File: src/rtl/uart_rx.sv
// uart_rx: oversampled 8N1 serial receiver with framing-error flag and an 8-bit DFT scan chain.
// Define UART_RX_PARITY_EN to add an even-parity bit (PARITY state) and the parity_err output.
module uart_rx #(
  parameter int CLKS_PER_BIT = 16,
  parameter int SYNC_STAGES  = 2
) (
  input  logic       clk,
  input  logic       rst,
  input  logic       rx,
  output logic [7:0] data_out,
  output logic       data_valid,
  output logic       frame_err,
`ifdef UART_RX_PARITY_EN
  output logic       parity_err,
`endif
  output logic       busy,
  output logic [2:0] state,
  input  logic       scan_enable,
  input  logic       scan_in,
  output logic       scan_out
);

  // Output handshake: data_valid is a one-cycle strobe with no ready/back-pressure;
  // the consumer takes data_out in the cycle data_valid is high (data_out holds afterwards).

  localparam int BW = (CLKS_PER_BIT > 2) ? $clog2(CLKS_PER_BIT) : 1;
  localparam logic [BW-1:0] H_CNT = BW'(CLKS_PER_BIT / 2 - 1);
  localparam logic [BW-1:0] L_CNT = BW'(CLKS_PER_BIT - 1);

  localparam logic [2:0] S_IDLE   = 3'd0;
  localparam logic [2:0] S_START  = 3'd1;
  localparam logic [2:0] S_DATA   = 3'd2;
  localparam logic [2:0] S_STOP   = 3'd3;
  localparam logic [2:0] S_DONE   = 3'd4;
`ifdef UART_RX_PARITY_EN
  localparam logic [2:0] S_PARITY = 3'd5;
`endif

  logic [SYNC_STAGES-1:0] sync_q;
  logic                   rx_s;
  logic [2:0]             state_next;
  logic [BW-1:0]          baud_cnt;
  logic [2:0]             bit_cnt;
  logic [7:0]             shift_reg;
  logic [7:0]             scan_chain;
  logic                   mid_hit;
  logic                   end_hit;
  logic                   cnt_run;
  logic                   cnt_wrap;
  logic                   start_ok;
  logic                   data_smp;
  logic                   stop_smp;
`ifdef UART_RX_PARITY_EN
  logic                   parity_bit;
  logic                   par_smp;
`endif

  // Synchronizer presets to the idle level so reset never looks like a start bit.
  always_ff @(posedge clk) begin
    if (rst) begin
      sync_q <= '1;
    end else begin
      sync_q <= {sync_q[SYNC_STAGES-2:0], rx};
    end
  end

  assign rx_s    = sync_q[SYNC_STAGES-1];
  assign mid_hit = (baud_cnt == H_CNT);
  assign end_hit = (baud_cnt == L_CNT);

  always_ff @(posedge clk) begin
    if (rst) begin
      state <= S_IDLE;
    end else begin
      state <= state_next;
    end
  end

  always_comb begin
    state_next = state;
    if (!scan_enable) begin
      case (state)
        S_IDLE:  if (!rx_s) state_next = S_START;
        S_START: if (mid_hit) state_next = rx_s ? S_IDLE : S_DATA;
`ifdef UART_RX_PARITY_EN
        S_DATA:   if (end_hit && bit_cnt == 3'd7) state_next = S_PARITY;
        S_PARITY: if (end_hit) state_next = S_STOP;
`else
        S_DATA:  if (end_hit && bit_cnt == 3'd7) state_next = S_STOP;
`endif
        S_STOP:  if (end_hit) state_next = S_DONE;
        S_DONE:  if (rx_s) state_next = S_IDLE;
        default: state_next = S_IDLE;
      endcase
    end
  end

  always_comb begin
    busy     = (state != S_IDLE);
    cnt_run  = 1'b0;
    cnt_wrap = 1'b0;
    start_ok = 1'b0;
    data_smp = 1'b0;
    stop_smp = 1'b0;
`ifdef UART_RX_PARITY_EN
    par_smp  = 1'b0;
`endif
    case (state)
      S_START: begin
        cnt_run  = 1'b1;
        cnt_wrap = mid_hit;
        start_ok = mid_hit && !rx_s;
      end
      S_DATA: begin
        cnt_run  = 1'b1;
        cnt_wrap = end_hit;
        data_smp = end_hit;
      end
`ifdef UART_RX_PARITY_EN
      S_PARITY: begin
        cnt_run  = 1'b1;
        cnt_wrap = end_hit;
        par_smp  = end_hit;
      end
`endif
      S_STOP: begin
        cnt_run  = 1'b1;
        cnt_wrap = end_hit;
        stop_smp = end_hit;
      end
      default: ;
    endcase
  end

  // While scanning, the whole datapath freezes and the strobes are suppressed.
  always_ff @(posedge clk) begin
    if (rst) begin
      baud_cnt   <= '0;
      bit_cnt    <= '0;
      shift_reg  <= '0;
      data_out   <= '0;
      data_valid <= 1'b0;
      frame_err  <= 1'b0;
`ifdef UART_RX_PARITY_EN
      parity_bit <= 1'b0;
      parity_err <= 1'b0;
`endif
    end else if (scan_enable) begin
      data_valid <= 1'b0;
      frame_err  <= 1'b0;
`ifdef UART_RX_PARITY_EN
      parity_err <= 1'b0;
`endif
    end else begin
      data_valid <= 1'b0;
      frame_err  <= 1'b0;
`ifdef UART_RX_PARITY_EN
      parity_err <= 1'b0;
`endif
      if (cnt_run && !cnt_wrap) begin
        baud_cnt <= baud_cnt + BW'(1);
      end else begin
        baud_cnt <= '0;
      end
      if (start_ok) begin
        bit_cnt <= '0;
      end
      if (data_smp) begin
        shift_reg[bit_cnt] <= rx_s;
        if (bit_cnt != 3'd7) begin
          bit_cnt <= bit_cnt + 3'd1;
        end
      end
`ifdef UART_RX_PARITY_EN
      if (par_smp) begin
        parity_bit <= rx_s;
      end
      if (stop_smp) begin
        if (!rx_s) begin
          frame_err <= 1'b1;
        end else if (^{shift_reg, parity_bit}) begin
          parity_err <= 1'b1;
        end else begin
          data_out   <= shift_reg;
          data_valid <= 1'b1;
        end
      end
`else
      if (stop_smp) begin
        if (rx_s) begin
          data_out   <= shift_reg;
          data_valid <= 1'b1;
        end else begin
          frame_err <= 1'b1;
        end
      end
`endif
    end
  end

  always_ff @(posedge clk) begin
    if (rst) begin
      scan_chain <= '0;
    end else if (scan_enable) begin
      scan_chain <= {scan_chain[6:0], scan_in};
    end
  end

  assign scan_out = scan_chain[7];

endmodule

File: config.mk
export PLATFORM = sky130hd
export DESIGN_NAME = uart_rx
export DESIGN_NICKNAME = d
export VERILOG_FILES = /design/src/rtl/uart_rx.sv
export SDC_FILE = /design/constraint.sdc
export NUM_CORES = 1
export LEC_CHECK = 0
export CAP_MARGIN = 25
export CORE_MARGIN = 5
export CORE_UTILIZATION = 23
export CTS_CLUSTER_DIAMETER = 150
export DETAILED_ROUTE_END_ITERATION = 8
export PLACE_DENSITY_LB_ADDON = 0.05
export SLEW_MARGIN = 30
export SYNTH_ARGS = -nofsm -noshare
export SYNTH_HDL_FRONTEND = slang
export SYNTH_SLANG_ARGS = --single-unit
File: constraint.sdc
create_clock -name clk -period 2.2 [get_ports clk]
set_clock_uncertainty 0.2 [all_clocks]
set_input_delay 0.55 -clock clk [delete_from_list [all_inputs] [get_ports clk]]
set_output_delay 0.55 -clock clk [all_outputs]
set_load 0.02 [all_outputs]
Word-level counts from Yosys, hierarchy flattened
Index checks and enable logic that the tools add are counted.
Word-level totals
  output and inout port bits: 15
  input bits: 5
  register bits: 38
Operators by class
  bitwise gates (word level): 2
  reduce and logical (&&, ||, !) cells: 14
  mux-type cells: 21
  add/subtract/negate cells: 2
  magnitude comparators: 2
  equal/unequal tests: 13
Operator list (count)
  2-to-1 mux 3 bit: 8
  one-hot mux 3 bit (5 select lines): 1
  inequality test 2 bit, second input constant: 5
  bitwise mux 8 bit: 1
  2-to-1 mux 1 bit: 7
  equality test 3 x 2 -> 1 bit, second input constant: 2
  equality test 3 bit, second input constant: 2
  AND reduction 6 bit: 1
  OR reduction 3 bit: 2
  adder 4 x 1 -> 4 bit, second input constant: 1
  equality test 4 x 3 -> 1 bit, second input constant: 1
  equality test 4 bit, second input constant: 1
  logical AND 1 bit: 4
  < comparator 3 x 4 -> 1 bit, second input constant: 1
  2-to-1 mux 4 bit: 1
  adder 3 x 1 -> 3 bit, second input constant: 1
  demux 1 bit (select 3 bit): 1
  equality test 3 x 1 -> 1 bit, second input constant: 1
  >= comparator 3 x 1 -> 1 bit, second input constant: 1
  zero test 3 bit: 1
  inequality test 3 bit, second input constant: 1
  AND reduction 3 bit: 1
  nonzero test 3 bit: 1
  zero test 1 bit: 2
  other kinds (5): 6

Longest topological paths before layout
  depth after elaboration: 6
  depth in mapped cells: 5
  mapped depth without buffers: 5

Worst setup path before layout
OpenSTA, ideal clock, no wires.
  path kind: input -> register
  from: in scan_enable
  to: reg bit_cnt[1]
  data required time: 1.883 ns
  library setup time: 0.117 ns
  setup slack: 0.387 ns
  data arrival time: 1.495 ns
  path buffers: 2
  stages: 5
  cells stage by stage: buf_2 > and4bb_2 > buf_2 > o21ai_1 > a32o_1
RTL lines
  start: declaration: RTL line 18  | input logic scan_enable,
  end signal: assignment: RTL line 171  | bit_cnt <= bit_cnt + 3'd1;
  end: declaration: RTL line 43  | logic [2:0] bit_cnt;

Worst setup path after layout
  from: reg state[2]
  to: out busy
Between the ends
  cells in the longest elaborated chain, start to end: 1
Ends and longest elaborated chain
  start: declaration: RTL line 17  | output logic [2:0] state,
  start signal: assignment: RTL line 75  | state <= state_next;
  nonzero test 3 bit: RTL line 99  | busy = (state != S_IDLE);
  end: declaration: RTL line 16  | output logic busy,
No other way between the ends.

==> metrics.csv <==
metric;value;unit
core;7140;um^2
seq_area;761;um^2
ant_nets;0;
status;finished clean;
numCtsBuffers;5;
synth-edff-count;0;
cp.buffers_inverters;1;
mostFrequentLayoutCell;dfxtp_1;
cap_violations;0;
synth_cell_types;37;
cts.reportedPaths.clkPinSlew;0.07;ns
cp.arrival;1.29;ns
vias_per_cell;4.49;
cts_tree;built;
synthDominantCellAreaShare;0.457;
slowest_stage;or3_1;
path_max_fanout;2;
synth_area;1660;um^2
synth_fp_nets;188;
syn_avg_cell_area;9.24;um^2
final-hold-violation-count;0;
synth_top_family_by_area;simple AND/OR/NAND/NOR gates;
drive_gt1_frac;0.109;
power_per_cell_area;600;nW/um^2
power_leakage;0.825;nW
final_nets;209;
max_freq;490;MHz
synth_seq_cells;38;
grt_usage;0.101;
worstHoldPathType;reg2reg;
synth_compound_area_frac;0.115;
critPathMaxStageDelay;0.36;ns
slew_headroom;0.720;
setup_violations;0;
syn_to_final_growth;25.6;%
synth_xor_area_frac;0.0211;
grt_max_degree;27;
fin_crit_sh;0.927;
worst_pin_slew;0.414;ns
clock_latency;0.29;ns
dp.cells;293;
max-vdd-ir-drop;0.191;mV
htree_num_levels;2;
crit_type;reg2out;
portBuffers;19;
rows;31;
min_period;2.04;ns
final_cells;301;
cp_top_family;simple AND/OR/NAND/NOR gates;
gp_congestion;0.709;
die-area;9040;um^2
route.detailed.drc;0;
yosys.area.top_type;dfxtp_1;
fin_tns_setup;0;ns
critPathCaptureType;primary output;
synth_area_leaders;dfxtp_1 (46%), mux2i_1 (9.6%), nand4_1 (4.5%);
die_w;95.1;um
required;1.45;ns
wl;4150;um
asyncSetResetFlopFracSynth;0;
netlist_instances;180;
synth_ff_type;dfxtp_1;
drt_iter0_drc;90;
synth_simple_gate_area_share;0.235;
final_cell_mix;dfxtp_1 (38), mux2i_1 (16), clkdlybuf4s50_1 (15);
fillers;785;
grt_pass1_vias;1355;
startpoint_type;flop;
grt_pass1_wl;7040;um
muxShareOfSynthArea;0.0962;
vias;1352;
cts.sinks;38;
path_cells;or3_1 -> dlygate4sd2_1;
dp_hpwl;2990;um
ys_seq_area_frac;0.457;
wl_per_cell;13.8;um
fp.dieH;95.1;um
multi_input_area;816;um^2
synthAdderAreaFrac;0.0226;
initial_utilization;0.233;
slew_viol_final;0;
clockRootBuffer;clkbuf_8;
yosys_warnings;0;
rsz0062_at_grt;false;
clockBufferDepth;2;
grt_overflow;0;
first_pass_iters;4;
antenna_found_initial;0;
antenna-diode-count;0;
pin_count;20;
-- cell families (layout without fill, tap and decap cells) --
| family | after synthesis | in the layout |
|---|---|---|
| and+or+nand+nor | 68 | 68 |
| DFF | 38 | 38 |
| AOI/OAI and AO/OA | 31 | 31 |
| buffers and inverters | 20 | 42 |
| muxes | 16 | 16 |
| xor gates and xnor gates | 4 | 4 |
| adders and majority gates | 3 | 3 |
-- report_power, final --
part,internal [W],leakage (nW),switching (W)
logic,0.0000255,0.470,0.0000354
registers,0.000693,0.307,0.00000402
clock network,0.000253,0.0482,0.000243
-- what timing repair did --
action                                  CTS  global route
hold buffers                              0             0
setup buffers                             0             0
endpoints found under the setup margin    2             2
cloned                                    0             0
resized for setup                         2             2
-- cell type report --
| class | instances | area share |
|---|---|---|
| flip-flops and latches | 38 | 0.364 |
| clock inverters | 1 | 0.00239 |
| inverters | 5 | 0.00898 |
| multi-input cells | 122 | 0.390 |
| well taps | 99 | 0.0592 |
| repair buffers | 29 | 0.134 |
| clock buffers | 7 | 0.0413 |
-- Yosys cell counts (4+ instances only) --
master     n
o21ai_0   10
buf_2     10
nand4_1   12
nor2b_1    4
nand2_1   14
inv_1      5
nand3_1    9
nor2_1    11
a21oi_1   10
dfxtp_1   38
mux2i_1   16
clkbuf_1   5
-- final timing paths --
| path | startpoint | endpoint | slack (ns) | depth (start not counted) |
|---|---|---|---|---|
| max | state[2]$_SDFFE_PP0P_ | busy | 0.16 | 2 |
| min | sync_q[0]$_SDFF_PP1_ | sync_q[1]$_SDFF_PP1_ | 0.24 | 1 |
| max reg2reg | bit_cnt[1]$_SDFFE_PP0N_ | bit_cnt[1]$_SDFFE_PP0N_ | 0.36 | 5 |
| min reg2reg | sync_q[0]$_SDFF_PP1_ | sync_q[1]$_SDFF_PP1_ | 0.24 | 1 |
-- through the flow --
stage | area [um^2] | hold WS, ns | power, W | setup WS, ns | util
2_1_floorplan | 1660 | 0.189 | 0.000752 | 0.387 | -
3_3_place_gp | 2000 | 0.207 | 0.000775 | 0.0675 | 0.280
3_5_place_dp | 2000 | 0.218 | 0.000775 | 0.0232 | 0.280
4_1_cts | 2090 | 0.238 | 0.00128 | 0.00722 | 0.292
5_1_grt | 2090 | 0.259 | 0.00131 | 0.0962 | 0.293
6_report | 2090 | 0.237 | 0.00125 | 0.160 | 0.293
-- metal layers --
metal / share of wire / wire (um) / track usage
met4: 0.015 / 62 / 0.0361
met3: 0.032 / 133 / 0.0253
met2: 0.42 / 1720 / 0.149
met1: 0.54 / 2230 / 0.143
met5: 0 / 0 / 0
No activity file was read; power rests on OpenSTA's default activity.
